==> config.mk <==
export PLATFORM = sky130hd
export DESIGN_NAME = buffer_bank_manager_flat
export DESIGN_NICKNAME = d
export VERILOG_FILES = /design/src/rtl/buffer_bank_manager_if.sv /design/src/rtl/buffer_bank_manager.sv /design/src/flat_wrapper.sv
export SDC_FILE = /design/constraint.sdc
export NUM_CORES = 1
export LEC_CHECK = 0
export CORE_UTILIZATION = 30
export CTS_CLUSTER_SIZE = 30
export DETAILED_ROUTE_END_ITERATION = 7
export GPL_TIMING_DRIVEN = 0
export PLACE_DENSITY_LB_ADDON = 0.15
export SLEW_MARGIN = 15
export SYNTH_ARGS = -nofsm -noshare
export SYNTH_HDL_FRONTEND = slang
export SYNTH_SLANG_ARGS = --single-unit
export TNS_END_PERCENT = 30
==> constraint.sdc <==
create_clock -name writeClock -period 2.58 [get_ports writeClock]
set_clock_uncertainty 0.15 [all_clocks]
set_input_delay 0.516 -clock writeClock [delete_from_list [all_inputs] [get_ports writeClock]]
set_output_delay 0.516 -clock writeClock [all_outputs]
set_load 0.02 [all_outputs]
==> src/rtl/buffer_bank_manager_if.sv <==
// Write-side bus of buffer_bank_manager: the ADC sample stream, the RAM write port
// and the bank ready/release toggle handshake with the read domain.
interface buffer_bank_manager_if #(
    parameter int unsigned DATA_WIDTH = 10,
    parameter int unsigned BANK_DEPTH = 8192,
    parameter int unsigned NUM_BANKS  = 4
);
    localparam int unsigned AW = $clog2(BANK_DEPTH);
    localparam int unsigned IW = $clog2(NUM_BANKS);

    logic                  isWriting;
    logic [DATA_WIDTH-1:0] dataIn;
    logic                  bankReleaseToggle;
    logic                  wrEnable;
    logic [IW+AW-1:0]      wrAddr;
    logic [DATA_WIDTH-1:0] wrData;
    logic                  bankReadyToggle;
    logic [IW-1:0]         readBank;
    logic [IW:0]           occupiedBanks;
    logic                  bufferOverflow;
    logic [15:0]           droppedCount;

    // Sample source / read side
    modport master (
        output isWriting, dataIn, bankReleaseToggle,
        input  wrEnable, wrAddr, wrData, bankReadyToggle, readBank,
               occupiedBanks, bufferOverflow, droppedCount
    );

    // Buffer manager
    modport slave (
        input  isWriting, dataIn, bankReleaseToggle,
        output wrEnable, wrAddr, wrData, bankReadyToggle, readBank,
               occupiedBanks, bufferOverflow, droppedCount
    );
endinterface

==> src/rtl/buffer_bank_manager.sv <==
// N-bank write-side capture buffer manager: fills banks round-robin, announces full banks
// by toggle, frees them on synchronised release toggles and drops samples when all are full.
module buffer_bank_manager #(
    parameter int unsigned DATA_WIDTH    = 10,
    parameter int unsigned BANK_DEPTH    = 8192,
    parameter int unsigned NUM_BANKS     = 4,
    parameter int unsigned OVERFLOW_HOLD = 1000
) (
    input  logic                 writeClock,
    input  logic                 nReset,
    buffer_bank_manager_if.slave bus
);
    localparam int unsigned AW = $clog2(BANK_DEPTH);
    localparam int unsigned IW = $clog2(NUM_BANKS);
    localparam int unsigned OW = IW + 1;
    localparam int unsigned AT = IW + AW;
    localparam int unsigned CW = 16;
    localparam int unsigned HW = (OVERFLOW_HOLD < 1) ? 1 : $clog2(OVERFLOW_HOLD + 1);

    logic [IW-1:0]         write_bank_q, write_bank_d;
    logic [AW-1:0]         word_addr_q, word_addr_d;
    logic [IW-1:0]         read_bank_q, read_bank_d;
    logic [OW-1:0]         occupied_q, occupied_d;
    logic                  wr_enable_q, wr_enable_d;
    logic [AT-1:0]         wr_addr_q, wr_addr_d;
    logic [DATA_WIDTH-1:0] wr_data_q, wr_data_d;
    logic                  bank_ready_toggle_q, bank_ready_toggle_d;
    logic                  overflow_q, overflow_d;
    logic [HW-1:0]         hold_q, hold_d;
    logic [CW-1:0]         dropped_q, dropped_d;
    logic [2:0]            rel_sync_q, rel_sync_d;

    logic rel_pulse_c;
    logic full_c;
    logic accept_c;
    logic discard_c;
    logic complete_c;
    logic release_c;

    // Qualify the incoming sample and the synchronised release edge
    always_comb begin
        rel_pulse_c = rel_sync_q[1] ^ rel_sync_q[2];
        // All banks can only be occupied at a bank boundary, so a partial bank never stalls
        full_c      = (occupied_q == OW'(NUM_BANKS)) && (word_addr_q == '0);
        accept_c    = bus.isWriting && !full_c;
        discard_c   = bus.isWriting && full_c;
        complete_c  = accept_c && (word_addr_q == AW'(BANK_DEPTH - 1));
        release_c   = rel_pulse_c && (occupied_q != '0);
    end

    // Next-state logic
    always_comb begin
        write_bank_d        = write_bank_q;
        word_addr_d         = word_addr_q;
        read_bank_d         = read_bank_q;
        occupied_d          = occupied_q;
        wr_enable_d         = 1'b0;
        wr_addr_d           = wr_addr_q;
        wr_data_d           = wr_data_q;
        bank_ready_toggle_d = bank_ready_toggle_q;
        overflow_d          = overflow_q;
        hold_d              = hold_q;
        dropped_d           = dropped_q;
        rel_sync_d          = {rel_sync_q[1:0], bus.bankReleaseToggle};

        if (accept_c) begin
            wr_enable_d = 1'b1;
            wr_addr_d   = {write_bank_q, word_addr_q};
            wr_data_d   = bus.dataIn;
            word_addr_d = word_addr_q + AW'(1);
        end

        if (complete_c) begin
            write_bank_d        = write_bank_q + IW'(1);
            bank_ready_toggle_d = ~bank_ready_toggle_q;
        end

        if (release_c) begin
            read_bank_d = read_bank_q + IW'(1);
        end

        // A completion and a release in the same cycle cancel in the occupancy count
        unique case ({complete_c, release_c})
            2'b10:   occupied_d = occupied_q + OW'(1);
            2'b01:   occupied_d = occupied_q - OW'(1);
            default: occupied_d = occupied_q;
        endcase

        if (discard_c) begin
            overflow_d = 1'b1;
            hold_d     = HW'(OVERFLOW_HOLD);
            if (dropped_q != '1) begin
                dropped_d = dropped_q + CW'(1);
            end
        end else if (overflow_q) begin
            if (hold_q == '0) begin
                overflow_d = 1'b0;
            end else begin
                hold_d = hold_q - HW'(1);
            end
        end
    end

    always_ff @(posedge writeClock or negedge nReset) begin
        if (!nReset) begin
            write_bank_q        <= '0;
            word_addr_q         <= '0;
            read_bank_q         <= '0;
            occupied_q          <= '0;
            wr_enable_q         <= 1'b0;
            wr_addr_q           <= '0;
            wr_data_q           <= '0;
            bank_ready_toggle_q <= 1'b0;
            overflow_q          <= 1'b0;
            hold_q              <= '0;
            dropped_q           <= '0;
            rel_sync_q          <= '0;
        end else begin
            write_bank_q        <= write_bank_d;
            word_addr_q         <= word_addr_d;
            read_bank_q         <= read_bank_d;
            occupied_q          <= occupied_d;
            wr_enable_q         <= wr_enable_d;
            wr_addr_q           <= wr_addr_d;
            wr_data_q           <= wr_data_d;
            bank_ready_toggle_q <= bank_ready_toggle_d;
            overflow_q          <= overflow_d;
            hold_q              <= hold_d;
            dropped_q           <= dropped_d;
            rel_sync_q          <= rel_sync_d;
        end
    end

    assign bus.wrEnable        = wr_enable_q;
    assign bus.wrAddr          = wr_addr_q;
    assign bus.wrData          = wr_data_q;
    assign bus.bankReadyToggle = bank_ready_toggle_q;
    assign bus.readBank        = read_bank_q;
    assign bus.occupiedBanks   = occupied_q;
    assign bus.bufferOverflow  = overflow_q;
    assign bus.droppedCount    = dropped_q;
endmodule

==> src/flat_wrapper.sv <==
// flat-port wrapper written by rule: the top's interface ports become plain ports
module buffer_bank_manager_flat 
#(
    parameter int unsigned DATA_WIDTH    = 10,
    parameter int unsigned BANK_DEPTH    = 8192,
    parameter int unsigned NUM_BANKS     = 4,
    parameter int unsigned OVERFLOW_HOLD = 1000
)
  (writeClock, nReset, bus_isWriting, bus_dataIn, bus_bankReleaseToggle, bus_wrEnable, bus_wrAddr, bus_wrData, bus_bankReadyToggle, bus_readBank, bus_occupiedBanks, bus_bufferOverflow, bus_droppedCount);
  buffer_bank_manager_if #(.DATA_WIDTH(DATA_WIDTH), .BANK_DEPTH(BANK_DEPTH), .NUM_BANKS(NUM_BANKS)) bus_i ();
  input  logic writeClock;
  input  logic nReset;
  input wire logic [$bits(bus_i.isWriting)-1:0] bus_isWriting;
  input wire logic [$bits(bus_i.dataIn)-1:0] bus_dataIn;
  input wire logic [$bits(bus_i.bankReleaseToggle)-1:0] bus_bankReleaseToggle;
  output wire logic [$bits(bus_i.wrEnable)-1:0] bus_wrEnable;
  output wire logic [$bits(bus_i.wrAddr)-1:0] bus_wrAddr;
  output wire logic [$bits(bus_i.wrData)-1:0] bus_wrData;
  output wire logic [$bits(bus_i.bankReadyToggle)-1:0] bus_bankReadyToggle;
  output wire logic [$bits(bus_i.readBank)-1:0] bus_readBank;
  output wire logic [$bits(bus_i.occupiedBanks)-1:0] bus_occupiedBanks;
  output wire logic [$bits(bus_i.bufferOverflow)-1:0] bus_bufferOverflow;
  output wire logic [$bits(bus_i.droppedCount)-1:0] bus_droppedCount;
  assign bus_i.isWriting = bus_isWriting;
  assign bus_i.dataIn = bus_dataIn;
  assign bus_i.bankReleaseToggle = bus_bankReleaseToggle;
  assign bus_wrEnable = bus_i.wrEnable;
  assign bus_wrAddr = bus_i.wrAddr;
  assign bus_wrData = bus_i.wrData;
  assign bus_bankReadyToggle = bus_i.bankReadyToggle;
  assign bus_readBank = bus_i.readBank;
  assign bus_occupiedBanks = bus_i.occupiedBanks;
  assign bus_bufferOverflow = bus_i.bufferOverflow;
  assign bus_droppedCount = bus_i.droppedCount;
  buffer_bank_manager #(.DATA_WIDTH(DATA_WIDTH), .BANK_DEPTH(BANK_DEPTH), .NUM_BANKS(NUM_BANKS), .OVERFLOW_HOLD(OVERFLOW_HOLD)) u_core (.writeClock(writeClock), .nReset(nReset), .bus(bus_i));
endmodule
==> impl_results.md <==
* RSZ-0062 raised after global routing: true
* Vias at 2,407
* Clock-pin transition on the worst setup and hold timing paths at 60 ps
* Total die area at 11,780 um^2
* Register area share after synthesis at 56.58%
* Fin nets at 387
* Dpl hpwl at 4756 um
* Synth-to-layout area growth at 41.73%
* Largest family of logic cells by synthesized area: simple AND/OR/NAND/NOR gates
* Syn Nets at 304
* Max clock buf depth at 2
* Xor/xnor share of the synthesized area at 10.03%
* Hold_ws at 197.2 ps
* Worst path bufs/invs at 2
* Fin crit share at 98.71%
* # IOs at 63
* Pleak at 2.051 nW
* Fillers at 1,044
* Worst EP arrival at 2650 ps
* Startpoint Class: flop
* Most used DFF post-synth: dfrtp_1
* CTS root buffer: clkbuf_16
* Vias in the first global route at 2,365
* Placed cells at 486
* Initial drt markers at 51
* H-tree levels at 3
* Pwr Total at 4.124 mW
* Clk sinks at 77
* Pins Over Slew Limit at 0
* Layout cells sized above 1 at 23.12%
* Normalized max-slew margin at 55.20%
* Syn Inst Count at 284
* Initial antenna violation count at 0
* Worst Hold Class: flop to flop
* Peak Freq at 392.6 MHz
* Synthesized flop and latch total at 77
* WHS Path Cells at 0
* VDD IR max at 475.0 uV
* Routed len/inst at 13.72 um
* Yosys synthesis warning count at 0
* Worst-path cell chain: inv_2 > ha_4 > or4bb_4 > or4_4 > clkbuf_16 > nor4_2 > xor2_1
* Netlist cell types at 43
* Worst endpoint required time at 2680 ps
* Async SR Flop Fraction at 100.0%
* Core area at 10,940 um^2
* Worst setup EP type: flop
* Synth Area in Simple Gates at 16.79%
* Final ANT Viol Nets at 0
* Drt pass-1 iters at 4
* First-pass GRT wire length at 11,390 um
* CTS tree: built
* Worst Path Max Fanout at 5
* CP max stage delay at 590 ps
* GRT Total Usage at 12.68%
* IO Port Bufs at 61
* WS Path Type: flop to flop
* Min cycle time layout at 2547 ps
* Top delay family on crit path: simple AND/OR/NAND/NOR gates
* Post-synth EDFFs at 0
* Die height at 108.6 um
* Max_cap viols at 0
* Synth Area in Adders at 2.425%
* Synth Cell Area at 3406 um^2
* Rows at 38
* Final Hold Fails at 0
* ANT cells at 0
* Vias per inst at 4.701
* Initial Utilization at 31.14%
* Post-synthesis compound-gate area fraction at 3.380%
* Status: completed
* Avg Cell Area, Syn at 11.99 um^2
* Worst-skew pair later-pin latency at 330 ps
* Cell Count, Final, Fillers Out at 512
* Setup TNS at 0 ps
* Cell with the largest stage delay on the worst path: or4_4
* Routed WL at 7024 um
* Final count of negative-setup-slack endpoints at 0
* # DRC at 0
* Mux share of post-synthesis cell area at 8.193%
* Die W at 108.6 um
* RePlAce Congestion at 0.7251
* Total power divided by cell area at 854.4 nW/um^2
* CTS buffer count at 9
* Worst reg-to-reg path cell count at 7
* Largest net degree at the start of global routing at 51
* Grt ovf at 0
* Crit path depth at 7
* Worst Max-Slew Pin Slew at 665.9 ps
## cell type report
type	count	area (um^2)	area share, %
multi-input combinational	187	1549	32.09
buffer	7	52.55	1.089
tap	140	175.2	3.629
inverter	13	48.80	1.011
timing repair buffer	72	730.7	15.14
clock buffer	12	246.5	5.106
clock inverter	4	95.09	1.970
sequential	77	1929	39.97
## cell usage after synthesis, drive strengths merged, types with 2 or more instances
cell type	number	area, um^2
a211oi	2	15.01
a22o	2	17.52
and2	3	18.77
and3	7	43.79
and4	2	17.52
buf	4	28.78
clkbuf	3	11.26
dfrtp	77	1927
ha	5	62.56
inv	13	48.80
mux2	23	259.0
mux2i	2	20.02
nand2	18	67.56
nand2b	3	18.77
nand3	10	50.05
nand4	10	62.56
nor2	13	48.80
nor3	12	60.06
nor4	9	62.56
o21ai	4	20.02
or2	3	18.77
or3	3	18.77
or3b	2	17.52
or4	4	37.53
xnor2	16	140.1
xor2	23	201.4
## cell families (layout without fill, tap and decap cells)
| family | Yosys count | in the layout |
|---|---|---|
| multiplexers | 25 | 25 |
| XOR/XNOR | 39 | 39 |
| buffers and inverters | 20 | 108 |
| AND/OR/NAND/NOR | 102 | 102 |
| AO/OA/AOI/OAI | 15 | 15 |
| flip-flops | 77 | 77 |
| adder cells (fa/ha/maj) | 6 | 6 |
## report_power, final
part           switching, mW  total [mW]  internal [mW]
Clock                  0.464        1.43          0.970
Sequential             0.233        1.67           1.44
Combinational          0.484        1.02          0.537
## layout by cell type (no fill, tap or decap), types with 2 or more instances in the layout
cell / Yosys / routed
nor3_2: 0 / 5
mux2i_1: 2 / 2
buf_4: 1 / 12
nand2b_1: 3 / 3
mux2_2: 21 / 21
clkbuf_16: 0 / 10
inv_1: 13 / 11
ha_2: 0 / 2
or3b_2: 2 / 2
nand3_1: 10 / 9
or3_1: 3 / 3
and4_1: 2 / 2
and3_1: 7 / 6
nand2_1: 18 / 18
nor4_4: 0 / 3
bufinv_16: 0 / 3
mux2_4: 0 / 2
nand4_1: 10 / 10
clkbuf_1: 3 / 4
o21ai_0: 4 / 4
nor4_1: 8 / 5
or2_2: 3 / 3
and2_1: 2 / 2
ha_1: 5 / 2
or4_4: 2 / 3
dfrtp_1: 77 / 75
xnor2_1: 16 / 16
inv_2: 0 / 2
nor3_1: 12 / 5
nor3_4: 0 / 2
dfrtp_2: 0 / 2
a211oi_1: 2 / 2
clkdlybuf4s50_1: 0 / 60
xor2_1: 23 / 23
nor2_1: 13 / 12
a22o_1: 2 / 2
## final timing paths
kind | start | endpoint | slack [ps]
min in group asynchronous | nReset | u_core.bus.wrData[9]$_DFFE_PN0P_ | 520
worst min-delay path | u_core.rel_sync_q[0]$_DFF_PN0_ | u_core.rel_sync_q[1]$_DFF_PN0_ | 200
worst max register to register | u_core.word_addr_q[0]$_DFFE_PN0P_ | u_core.bus.droppedCount[8]$_DFFE_PN0P_ | 30
max in group asynchronous | nReset | u_core.bus.occupiedBanks[1]$_DFFE_PN0P_ | 1190
worst max-delay path | u_core.word_addr_q[0]$_DFFE_PN0P_ | u_core.bus.droppedCount[8]$_DFFE_PN0P_ | 30
worst min register to register | u_core.rel_sync_q[0]$_DFF_PN0_ | u_core.rel_sync_q[1]$_DFF_PN0_ | 200
## metrics by stage
step / setup WS (ps) / instance area, um^2 / utilization (%)
detailed placement: -264.9 / 4225 / 38.64
CTS: -37.49 / 4608 / 42.14
floorplan: 12.63 / 3415 / -
global placement: -2143 / 4200 / 38.41
finish: 33.16 / 4827 / 44.14
global route: -43.93 / 4827 / 44.14
## per-layer routing
| metal | wire length, um | share of wire [%] | track usage, % | vias up |
|---|---|---|---|---|
| met5 | 0 | 0 | 0 | - |
| met4 | 74 | 1.1 | 4.633 | 0 |
| met1 | 3406 | 48 | 17.05 | 1185 |
| met2 | 3216 | 46 | 18.76 | 48 |
| li1 | - | - | - | 1166 |
| met3 | 326 | 4.6 | 4.400 | 8 |
## flip-flops by register name, indices dropped and copies added (netlist names)
| signal | cells |
|---|---|
| u_core.bus.droppedCount | 16 |
| u_core.bus.wrAddr | 15 |
| u_core.word_addr_q | 13 |
| u_core.bus.wrData | 10 |
| u_core.hold_q | 10 |
| u_core.bus.occupiedBanks | 3 |
| u_core.rel_sync_q | 3 |
| u_core.bus.readBank | 2 |
| u_core.write_bank_q | 2 |
| u_core.bus.bankReadyToggle | 1 |
| u_core.bus.bufferOverflow | 1 |
| u_core.bus.wrEnable | 1 |
## timing repair
| action | CTS | global route |
|---|---|---|
| setup buffers | 0 | 8 |
| hold endpoints to repair | 27 | 0 |
| gates resized for setup | 8 | 30 |
| pin swaps | 2 | 10 |
| hold buffers | 1 | 0 |
| setup endpoints to repair | 37 | 36 |
| cloned | 0 | 1 |
Power figures use the tool's default switching activity.
